--- src/rtl/bloom_window_ctrl.sv ---
// Sequencer for the time-windowed bloom SRAM line update path.
// Round-robin insert/query arbitration, one read-modify-write per request,
// and the window clock (tick -> bucket -> loop) that stamps every line.
module bloom_window_ctrl #(
  parameter int unsigned DATA_WIDTH       = 72,
  parameter int unsigned ADDR_WIDTH       = 19,
  parameter int unsigned NUM_BUCKETS      = 14,
  parameter int unsigned BUCKET_SZ        = 4,
  parameter int unsigned BITS_SHIFT       = 4,
  parameter int unsigned BLOOM_INIT_POS   = 16,
  parameter int unsigned TICK_WIDTH       = 24,
  parameter int unsigned TICKS_PER_BUCKET = 1000000
) (
  input  logic                                   clk,
  input  logic                                   reset,
  input  logic                                   ins_req,
  input  logic [ADDR_WIDTH-1:0]                  ins_addr,
  input  logic [BUCKET_SZ-1:0]                   ins_mask,
  output logic                                   ins_done,
  input  logic                                   qry_req,
  input  logic [ADDR_WIDTH-1:0]                  qry_addr,
  input  logic [BUCKET_SZ-1:0]                   qry_mask,
  output logic                                   qry_done,
  output logic                                   qry_hit,
  output logic [ADDR_WIDTH-1:0]                  sram_addr,
  output logic                                   sram_rd_req,
  input  logic                                   sram_rd_ack,
  input  logic                                   sram_rd_vld,
  input  logic [DATA_WIDTH-1:0]                  sram_rd_data,
  output logic                                   sram_wr_req,
  output logic [DATA_WIDTH-1:0]                  sram_wr_data,
  input  logic                                   sram_wr_ack,
  output logic [DATA_WIDTH-1:0]                  upd_data,
  output logic [BITS_SHIFT-1:0]                  upd_cur_bucket,
  output logic [BLOOM_INIT_POS-BITS_SHIFT-1:0]   upd_cur_loop,
  input  logic [DATA_WIDTH-1:0]                  upd_result,
  output logic [BITS_SHIFT-1:0]                  cur_bucket,
  output logic [BLOOM_INIT_POS-BITS_SHIFT-1:0]   cur_loop
);

  localparam int unsigned LOOP_W = BLOOM_INIT_POS - BITS_SHIFT;
  localparam logic [TICK_WIDTH-1:0] TICK_LAST   = TICK_WIDTH'(TICKS_PER_BUCKET - 1);
  localparam logic [BITS_SHIFT-1:0] BUCKET_LAST = BITS_SHIFT'(NUM_BUCKETS - 1);

  typedef enum logic [2:0] {
    S_IDLE,
    S_RD_REQ,
    S_RD_WAIT,
    S_UPDATE,
    S_WR,
    S_DONE
  } state_t;

  state_t                  state_q, state_d;
  logic [TICK_WIDTH-1:0]   tick_q, tick_d;
  logic [BITS_SHIFT-1:0]   bucket_q, bucket_d;
  logic [LOOP_W-1:0]       loop_q, loop_d;
  logic                    rr_qry_q, rr_qry_d;
  logic                    is_qry_q, is_qry_d;
  logic [ADDR_WIDTH-1:0]   addr_q, addr_d;
  logic [BUCKET_SZ-1:0]    mask_q, mask_d;
  logic [BITS_SHIFT-1:0]   snap_bucket_q, snap_bucket_d;
  logic [LOOP_W-1:0]       snap_loop_q, snap_loop_d;
  logic [DATA_WIDTH-1:0]   upd_data_q, upd_data_d;
  logic [DATA_WIDTH-1:0]   wr_buf_q, wr_buf_d;
  logic                    hit_q, hit_d;

  logic                    grant_qry;
  logic                    hit_any;
  logic                    hit_calc;
  logic [DATA_WIDTH-1:0]   mask_line;

  // Window clock: tick wraps every TICKS_PER_BUCKET cycles, carrying into bucket then loop.
  always_comb begin
    tick_d   = tick_q + 1'b1;
    bucket_d = bucket_q;
    loop_d   = loop_q;
    if (tick_q == TICK_LAST) begin
      tick_d = '0;
      if (bucket_q == BUCKET_LAST) begin
        bucket_d = '0;
        loop_d   = loop_q + 1'b1;
      end else begin
        bucket_d = bucket_q + 1'b1;
      end
    end
  end

  // Query hit over the aged bloom field and the insert mask aligned to the newest bucket.
  always_comb begin
    hit_any = 1'b0;
    for (int unsigned b = 0; b < NUM_BUCKETS; b++) begin
      if ((upd_result[BLOOM_INIT_POS + b*BUCKET_SZ +: BUCKET_SZ] & mask_q) == mask_q) begin
        hit_any = 1'b1;
      end
    end
    hit_calc  = (mask_q != '0) && hit_any;
    mask_line = {mask_q, {(DATA_WIDTH-BUCKET_SZ){1'b0}}};
  end

  // Transaction FSM: next state, grant and datapath captures.
  always_comb begin
    state_d       = state_q;
    rr_qry_d      = rr_qry_q;
    is_qry_d      = is_qry_q;
    addr_d        = addr_q;
    mask_d        = mask_q;
    snap_bucket_d = snap_bucket_q;
    snap_loop_d   = snap_loop_q;
    upd_data_d    = upd_data_q;
    wr_buf_d      = wr_buf_q;
    hit_d         = hit_q;
    // Pointer only decides contested grants and only moves on them, so a
    // lone requester never steals the other side's next turn.
    grant_qry     = (ins_req && qry_req) ? rr_qry_q : qry_req;
    unique case (state_q)
      S_IDLE: begin
        if (ins_req || qry_req) begin
          state_d       = S_RD_REQ;
          is_qry_d      = grant_qry;
          addr_d        = grant_qry ? qry_addr : ins_addr;
          mask_d        = grant_qry ? qry_mask : ins_mask;
          snap_bucket_d = bucket_q;
          snap_loop_d   = loop_q;
          if (ins_req && qry_req) begin
            rr_qry_d = ~rr_qry_q;
          end
        end
      end
      S_RD_REQ: begin
        if (sram_rd_ack) state_d = S_RD_WAIT;
      end
      S_RD_WAIT: begin
        if (sram_rd_vld) begin
          upd_data_d = sram_rd_data;
          state_d    = S_UPDATE;
        end
      end
      S_UPDATE: begin
        wr_buf_d = is_qry_q ? upd_result : (upd_result | mask_line);
        hit_d    = is_qry_q && hit_calc;
        state_d  = S_WR;
      end
      S_WR: begin
        if (sram_wr_ack) state_d = S_DONE;
      end
      S_DONE: begin
        state_d = S_IDLE;
      end
      default: state_d = S_IDLE;
    endcase
  end

  // State and datapath registers; reset overrides every other update.
  always_ff @(posedge clk) begin
    if (reset) begin
      state_q       <= S_IDLE;
      tick_q        <= '0;
      bucket_q      <= '0;
      loop_q        <= '0;
      rr_qry_q      <= 1'b0;
      is_qry_q      <= 1'b0;
      addr_q        <= '0;
      mask_q        <= '0;
      snap_bucket_q <= '0;
      snap_loop_q   <= '0;
      upd_data_q    <= '0;
      wr_buf_q      <= '0;
      hit_q         <= 1'b0;
    end else begin
      state_q       <= state_d;
      tick_q        <= tick_d;
      bucket_q      <= bucket_d;
      loop_q        <= loop_d;
      rr_qry_q      <= rr_qry_d;
      is_qry_q      <= is_qry_d;
      addr_q        <= addr_d;
      mask_q        <= mask_d;
      snap_bucket_q <= snap_bucket_d;
      snap_loop_q   <= snap_loop_d;
      upd_data_q    <= upd_data_d;
      wr_buf_q      <= wr_buf_d;
      hit_q         <= hit_d;
    end
  end

  // Strobes and completions decoded from the registered state.
  always_comb begin
    sram_rd_req    = (state_q == S_RD_REQ);
    sram_wr_req    = (state_q == S_WR);
    ins_done       = (state_q == S_DONE) && !is_qry_q;
    qry_done       = (state_q == S_DONE) && is_qry_q;
    qry_hit        = (state_q == S_DONE) && is_qry_q && hit_q;
    sram_addr      = addr_q;
    sram_wr_data   = wr_buf_q;
    upd_data       = upd_data_q;
    upd_cur_bucket = snap_bucket_q;
    upd_cur_loop   = snap_loop_q;
    cur_bucket     = bucket_q;
    cur_loop       = loop_q;
  end

endmodule

--- config.mk ---
export PLATFORM = sky130hd
export DESIGN_NAME = bloom_window_ctrl
export DESIGN_NICKNAME = d
export VERILOG_FILES = /design/src/rtl/bloom_window_ctrl.sv
export SDC_FILE = /design/constraint.sdc
export NUM_CORES = 1
export LEC_CHECK = 0
export CAP_MARGIN = 20
export CORE_MARGIN = 10
export CORE_UTILIZATION = 45
export CTS_CLUSTER_DIAMETER = 30
export DETAILED_ROUTE_END_ITERATION = 8
export PLACE_DENSITY = 0.9
export SETUP_SLACK_MARGIN = 0.05
export SLEW_MARGIN = 20
export SYNTH_ARGS = -nofsm -noshare
export SYNTH_HDL_FRONTEND = slang
export SYNTH_SLANG_ARGS = --single-unit
--- constraint.sdc ---
create_clock -name clk -period 3.4 [get_ports clk]
set_clock_uncertainty 0.1 [all_clocks]
set_input_delay 0.68 -clock clk [delete_from_list [all_inputs] [get_ports clk]]
set_output_delay 0.68 -clock clk [all_outputs]
set_load 0.005 [all_outputs]
== Yosys cells after proc, flatten, opt, wreduce, memory -nomap -nowiden ==
Cells that the tools add are included.
Operators by class
  equal/unequal tests: 25
  reduce and logical (&&, ||, !) cells: 16
  multiplexer cells: 24
  add/sub/neg operators: 3
  bitwise operators: 16
Operators by type and width (count)
  72-bit 2-to-1 mux: 1
  72-bit bitwise OR: 1
  4-bit AND: 14
  4-bit == test: 14
  24-bit by 1-bit adder with 24-bit output (second input constant): 1
  24-bit by 20-bit == test with 1-bit output (second input constant): 1
  19-bit 2-to-1 mux: 1
  1-bit 2-to-1 mux: 15
  3-bit one-hot mux with 5 select lines: 1
  12-bit by 1-bit adder with 12-bit output (second input constant): 1
  3-bit 2-to-1 mux: 4
  4-bit 2-to-1 mux: 2
  3-bit by 2-bit == test with 1-bit output (second input constant): 2
  3-bit == test (second input constant): 2
  1-bit logical AND: 6
  2-bit AND reduction: 3
  4-bit by 1-bit adder with 4-bit output (second input constant): 1
  4-bit == test (second input constant): 1
  2-bit by 1-bit != test with 1-bit output (second input constant): 2
  2-bit != test (second input constant): 2
  4-bit AND reduction: 1
  4-bit nonzero test: 1
  3-bit by 1-bit == test with 1-bit output (second input constant): 1
  3-bit logical NOT: 1
  5 further kinds: 5
Word-level totals
  bits in registers: 229

== Depth between registers and ports, before layout ==
Gate-level depths: netlist of run 1.
  depth after elaboration: 18
  gate-level depth with buffers: 7

== Worst setup path after synthesis of run 1 ==
No wires, ideal clock.
  path type: register -> register
  from: reg tick_q[14]
  to: reg loop_q[11] (netlist: cur_loop[11])
  arrival: 2086 ps
  required time: 3177 ps
  slack: 1091 ps
  cell stages (with the launch flop): 6
  buffers on the path: 0
  library setup time: 123 ps
  path through: dfxtp_1 -> or4b_1 -> or4_4 -> nor4_4 -> nor3b_2 -> mux2_1
Between the ends
  longest elaborated chain between the ends: 2
RTL lines
  start: declaration: line 55  | logic [TICK_WIDTH-1:0] tick_q, tick_d;
  start signal: assignment: line 172  | tick_q <= tick_d;
  24-bit by 20-bit == test with 1-bit output: line 78  | if (tick_q == TICK_LAST) begin
  2-bit AND reduction (no source line)
  end signal: assignment: line 174  | loop_q <= loop_d;
  end: declaration: line 57  | logic [LOOP_W-1:0] loop_q, loop_d;
Every way passes these cells.
A chain may end at the register's enable or synchronous reset.

== Final worst setup path of run 1 ==
  from: reg state_q[0]
  to: out qry_hit
Between the ends
  longest elaborated chain between the ends: 3
RTL lines
  start: declaration: line 54  | state_t state_q, state_d;
  start signal: assignment: line 171  | state_q <= state_d;
  3-bit == test: line 193  | qry_hit = (state_q == S_DONE) && is_qry_q && hit_q;
  1-bit logical AND (2 in a row): line 193
  end: declaration: line 24  | output logic qry_hit,
Every way passes these cells.

==> run summary, run 1 <==
Fmax achieved: 328 MHz
Worst Min Path Start: upd_cur_loop[11]
reported leakage power: 5.10 nW
TritonCTS clock tree: yes
remaining global-route overflow: 0
Cell Area, Placed: 0.0130 mm^2
routed vias: 9668
floorplan die area: 0.0258 mm^2
router iterations before antenna repair: 5
type of the tightest min-delay check: register to register
count of nets left with antenna violations after detail routing: 0
Comb power frac: 0.104
pin slew with the least headroom to its limit: 955 ps
sequential share of power: 0.350
remaining design rule violation count: 0
category of the critical setup timing path: register to output port
critical path data arrival time: 2270 ps
run status: completed
violation count after the first detailed-routing iteration: 815
wire length of the first global-routing pass: 56.2 mm
detailed-route wire length: 36.5 mm
area leader, netlist: dfxtp_1
Fin Setup TNS: 0 ps
fraction of layout instances using a drive strength above 1: 0.0739
Worst Hold Margin: 350 ps
worst hold path endpoint: upd_cur_loop[11]
Die Y-Extent: 161 um
global-route usage over all layers: 0.269
hold_buf cts: 0
Post-synth ARST share: 0
final core utilization: 0.749
final design area excluding fillers: 0.0146 mm^2
number of buffers on the longest clock path: 3
count of non-filler cells in the finished layout: 1781
Crit path required time: 2620 ps
Starting Density: 0.458
Max-slew headroom: 0.357
category of the worst setup path launch point: register
kind of end point of the critical path: output port
Psw: 1.97 mW
cells taking the most area after synthesis: dfxtp_1 (51%), nand2_1 (14%), a21oi_1 (9.3%)
# setup viols final: 0
root cell of the clock tree: clkbuf_16
worst reg2reg path startpoint: tick_q[14]
final layout net count: 1679
Clk network pwr share: 0.546
total power consumption of the routed design: 8.13 mW
core box area: 0.0195 mm^2
power density cells: 557 mW/mm^2
DPL Wire Length: 24.8 mm
prevailing post-synth register cell: dfxtp_1
Resized cells post-CTS: 0
RSZ-0062 raised after global routing: false
hold violation count in the final report: 0
Inserted Clock Buffers: 46
Chip Width: 161 um
capture point of the worst reg-to-reg path: tick_q[21]
area of the mapped netlist: 0.00891 mm^2
EDFF count, synth: 0
Register-to-Register Path Depth: 5
post-synthesis average cell area: 8.10 um^2
port buffer count: 396
maximum capacitance violations: 0
max-slew violation total from the final report: 0
pre-CTS worst setup slack: 805 ps
highest-count cells in the layout ignoring fill and taps: clkdlybuf4s50_1 (395), nand2_1 (325), dfxtp_1 (229)
cell internal power dissipation: 6.15 mW
top-level port count: 397
clock sink total: 229
average wire length per cell after detail routing: 20.5 um
Core Rows: 51
Net Count, Synth: 1299
mean number of vias per cell: 5.43
worst-case vdd ir drop: 0.417 mV
most frequent standard cell in the layout excluding fill and tap cells: clkdlybuf4s50_1
clock transition at the registers of the reported paths: 50 ps
GP Congestion: 0.909
fraction of power spent switching nets: 0.242
cell depth of the worst hold path: 2
Final period util: 0.898
shortest clock period the worst path allows after layout: 3050 ps
post-route setup slack: 347 ps
flip-flop and latch count after synthesis: 229
largest net degree at the start of global routing: 102
area fraction of the dominant cell type after synthesis: 0.515
Syn. warnings: 0
vias in the first global route: 9986
later-pin clock latency in the skew report: 510 ps
number of placed instances with taps included: 1697
Cells after Synth: 1100
r2r setup slk: 800 ps
total setup buffers inserted after CTS: 0
fraction of the yosys area taken by sequential cells: 0.515
synthesis-to-layout area growth: 63.8%
number of unique standard cell types used by synthesis: 45
largest fanout of any net on the critical path: 9
CTS HTree Levels: 2
number of antenna violations at the first check in global routing: 1
registers in the layout (all words and copies together), names as in the netlist:
register        cells
tick_q             24
is_qry_q            1
upd_cur_loop       12
rr_qry_q            1
state_q             3
mask_q              4
upd_data           72
sram_addr          19
upd_cur_bucket      4
hit_q               1
sram_wr_data       72
cur_loop           12
cur_bucket          4
kinds of logic after synthesis:
logic type | count (synthesis) | synth area share
buf+inv | 91 | 0.0410
simple gates | 479 | 0.229
compound gates | 241 | 0.152
xor+xnor | 34 | 0.0334
fa+ha+maj | 2 | 0.00281
flops | 229 | 0.515
mux | 24 | 0.0271
worst max-delay path: stages, from the launching register on:
cell and delay, ps:
dfxtp_1 550, nor2b_1 270, nand2_1 130, nor2_1 140
and2_1 140, clkdlybuf4s50_1 530
layer usage:
layer	GRT usage	up-vias	wire length (um)
li1	-	4488	-
met4	0.137	0	1740
met3	0.0805	116	3390
met5	0	-	0
met2	0.468	526	18300
met1	0.289	4538	13100
cells in the mapped netlist, types with 4 or more instances:
| master | number |
|---|---|
| mux2i_1 | 23 |
| nand3_1 | 14 |
| nor2_1 | 78 |
| nor3_1 | 12 |
| nor4_2 | 4 |
| nand2_1 | 327 |
| nor4_1 | 9 |
| xor2_1 | 9 |
| xnor2_1 | 25 |
| clkbuf_1 | 68 |
| nor2b_1 | 6 |
| dfxtp_1 | 229 |
| a211oi_1 | 30 |
| inv_1 | 15 |
| nand4_1 | 11 |
| o22ai_1 | 34 |
| buf_1 | 4 |
| a21oi_1 | 166 |
power by group through the flow:
| stage | Clock (mW) | Combinational (mW) | Sequential, mW |
|---|---|---|---|
| CTS | 4.48 | 0.846 | 2.84 |
| global placement | 0 | 0.811 | 2.89 |
| detailed placement | 0 | 0.826 | 2.89 |
| global route | 4.61 | 0.914 | 2.85 |
| finish | 4.43 | 0.848 | 2.84 |
| floorplan | 0 | 0.328 | 2.88 |
final cells by class:
cell class / count / area [um^2]
Multi-Input combinational cell: 780 / 3980
Fill cell: 1255 / 4880
Sequential cell: 229 / 4580
Timing Repair Buffer: 408 / 4080
Clock buffer: 53 / 1230
Inverter: 15 / 56.3
Tap cell: 265 / 332
Clock inverter: 30 / 325
Antenna cell: 1 / 2.50
how the worst max path moves through the flow:
stage | from | endpoint
after floorplan | tick_q[14] | cur_loop[11]
after global placement | tick_q[14] | tick_q[16]
after detailed placement | tick_q[14] | tick_q[13]
after CTS | state_q[0] | qry_hit
after global routing | state_q[0] | qry_hit
final | state_q[0] | qry_hit
No activity file was read; power rests on OpenSTA's default activity.
==> run 2: changes to the inputs <==
--- a/config.mk
+++ b/config.mk
@@ -7,2 +7,3 @@
 export LEC_CHECK = 0
+export ABC_CLOCK_PERIOD_IN_PS = 3400
 export CAP_MARGIN = 20
==> constraint.sdc (replaced) <==
create_clock -name clk -period 3.4 [get_ports clk]
set_clock_uncertainty 0.1 [all_clocks]
set_input_delay 1.02 -clock clk [delete_from_list [all_inputs] [get_ports clk]]
set_output_delay 1.02 -clock clk [all_outputs]
set_load 0.005 [all_outputs]
==> run 2 against run 1 <==
Net effect:
- clock power is 7.2% higher
- combinational power up 2%
- critical path type unchanged
- largest power group unchanged
- sequential power about the same
- register-to-register slack worse by 20 ps
- largest cell class unchanged
- first-iteration DRC count is 15% lower
- global-route usage fell by 0.99 points
- power is 3.9% higher
- via count fell by 0.44%
- flip-flop and latch count is the same
- count of clock-buffer cells in the layout increased by 3
- maximum frequency down 5.0%
==> run summary, run 2 (synthesis results as in run 1) <==
slowest library cell on the worst path: clkdlybuf4s50_1
synthesis-to-layout area growth: 65.6%
largest fanout of any net on the critical path: 7 (-2)
Final period util: 0.946 (+0.0476)
category of the worst setup path launch point: register
GP Congestion: 0.916 (+0.79%)
critical path data arrival time: 2100 ps (-170 ps)
CTS HTree Levels: 2 (unchanged)
maximum capacitance violations: 0 (unchanged)
Chip Width: 161 um (unchanged)
kind of end point of the critical path: output port
# setup viols final: 0 (unchanged)
global-route usage over all layers: 0.259 (-0.00991)
run status: completed
clock transition at the registers of the reported paths: 50 ps (about the same)
router iterations before antenna repair: 5 (unchanged)
root cell of the clock tree: clkbuf_16
Fin Setup TNS: 0 ps (unchanged)
Max-slew headroom: 0.306 (-0.0517)
reported leakage power: 5.18 nW (+1.5%)
Inserted Clock Buffers: 45 (-2.2%)
top-level port count: 397 (unchanged)
average wire length per cell after detail routing: 20.0 um (-2.3%)
Core Rows: 51 (unchanged)
power density cells: 573 mW/mm^2 (+2.8%)
vias in the first global route: 9774 (-2.1%)
wire length of the first global-routing pass: 54.3 mm (-3.3%)
routed vias: 9625 (-0.44%)
post-route setup slack: 185 ps (-162 ps)
most frequent standard cell in the layout excluding fill and tap cells: clkdlybuf4s50_1
category of the critical setup timing path: register to output port
DPL Wire Length: 24.6 mm (-0.58%)
worst-case vdd ir drop: 0.487 mV (+17%)
number of fill cells: 1262 (+0.56%)
pin slew with the least headroom to its limit: 1030 ps (+76.9 ps)
count of nets left with antenna violations after detail routing: 0 (unchanged)
Worst Hold Margin: 350 ps (-0.405 ps)
fraction of layout instances using a drive strength above 1: 0.0744 (+0.000513)
floorplan die area: 0.0258 mm^2 (unchanged)
sequence of cells on the critical path: nor2b_1, nand2_1, nor2_1, and2_1, clkdlybuf4s50_1
clock sink total: 229 (unchanged)
remaining design rule violation count: 0 (unchanged)
type of the tightest min-delay check: register to register
later-pin clock latency in the skew report: 520 ps (about the same)
detailed-route wire length: 35.7 mm (-2.2%)
Starting Density: 0.458 (unchanged)
Resized cells post-CTS: 0 (unchanged)
pre-CTS worst setup slack: 535 ps (-270 ps)
hold violation count in the final report: 0 (unchanged)
mean number of vias per cell: 5.40 (-0.56%)
highest-count cells in the layout ignoring fill and taps: clkdlybuf4s50_1 (395), nand2_1 (325), dfxtp_1 (229)
Die Y-Extent: 161 um (unchanged)
TritonCTS clock tree: yes
Fmax achieved: 311 MHz (-5.0%)
Crit path required time: 2280 ps (-340 ps)
final layout net count: 1680 (+0.060%)
max-slew violation total from the final report: 0 (unchanged)
port buffer count: 396 (unchanged)
RSZ-0062 raised after global routing: false
violation count after the first detailed-routing iteration: 695 (-15%)
CP peak stage delay: 520 ps (-30 ps)
largest net degree at the start of global routing: 105 (+2.9%)
number of buffers on the longest clock path: 3 (unchanged)
total setup buffers inserted after CTS: 0 (unchanged)
number of antenna violations at the first check in global routing: 0 (-1)
hold_buf cts: 0 (unchanged)
shortest clock period the worst path allows after layout: 3220 ps (+162 ps)
antenna diode instance count: 0 (-1)
remaining global-route overflow: 0 (unchanged)
core box area: 0.0195 mm^2 (unchanged)
[run 2: cell count changes in the layout (fill, tap and decap cells not counted), sizes merged]
cell    delta
buf        +2
inv        -6
bufinv     +5
diode      -1
clkinv     -1
clkbuf     +3
[run 2: power by group]
part           leakage (nW)  internal, mW  switching, mW
clock network         0.795          3.29           1.45
logic                  2.53         0.462          0.400
registers              1.85          2.78         0.0560
[run 2: through the flow]
stage / power, mW / std cells / utilization / instance area, um^2
2_1_floorplan: 3.21 / 1100 / - / 8910
3_3_place_gp: 3.71 / 1699 / 0.673 / 13100
3_5_place_dp: 3.73 / 1699 / 0.673 / 13100
4_1_cts: 8.49 / 1783 / 0.758 / 14700
5_1_grt: 8.70 / 1783 / 0.758 / 14700
6_report: 8.44 / 1783 / 0.758 / 14700
[run 2: routing by layer]
layer  vias to the layer above  share of wire  wire (um)  GRT usage
met5                         -              0          0          0
met4                         0          0.047       1690      0.131
met3                       115          0.091       3260     0.0782
met2                       532           0.50      17800      0.445
met1                      4493           0.36      13000      0.283
li1                       4485              -          -          -
[run 2: worst max-delay path, delay by kind of cell (launching register included)]
| family | cells | cell delay (ps) |
|---|---|---|
| AND/OR/NAND/NOR | 4 | 700 |
| flip-flops | 1 | 360 |
| buffers and inverters | 1 | 520 |
[run 2: cell type report]
cell class | count | area, um^2 | share of cell area
well taps | 265 | 332 | 0.0225
multi-input cells | 780 | 3980 | 0.270
clock buffers | 56 | 1250 | 0.0848
flip-flops and latches | 229 | 4580 | 0.311
repair buffers | 410 | 4150 | 0.281
clock inverters | 28 | 403 | 0.0273
inverters | 15 | 56.3 | 0.00382
[run 2: worst paths after layout]
| check | from | depth (start not counted) | endpoint | slack [ps] |
|---|---|---|---|---|
| setup / recovery | state_q[1] | 5 | qry_hit | 180 |
| hold / removal | upd_data[13] | 2 | upd_data[13] | 350 |
| setup reg to reg | tick_q[14] | 5 | tick_q[3] | 780 |
| hold reg to reg | upd_data[13] | 2 | upd_data[13] | 350 |
==> run 3: changes to the inputs <==
SLEW_MARGIN = default   (was 20)
==> results of run 3 <==
No change in the layout: final DEF, timing and power equal those of run 2.
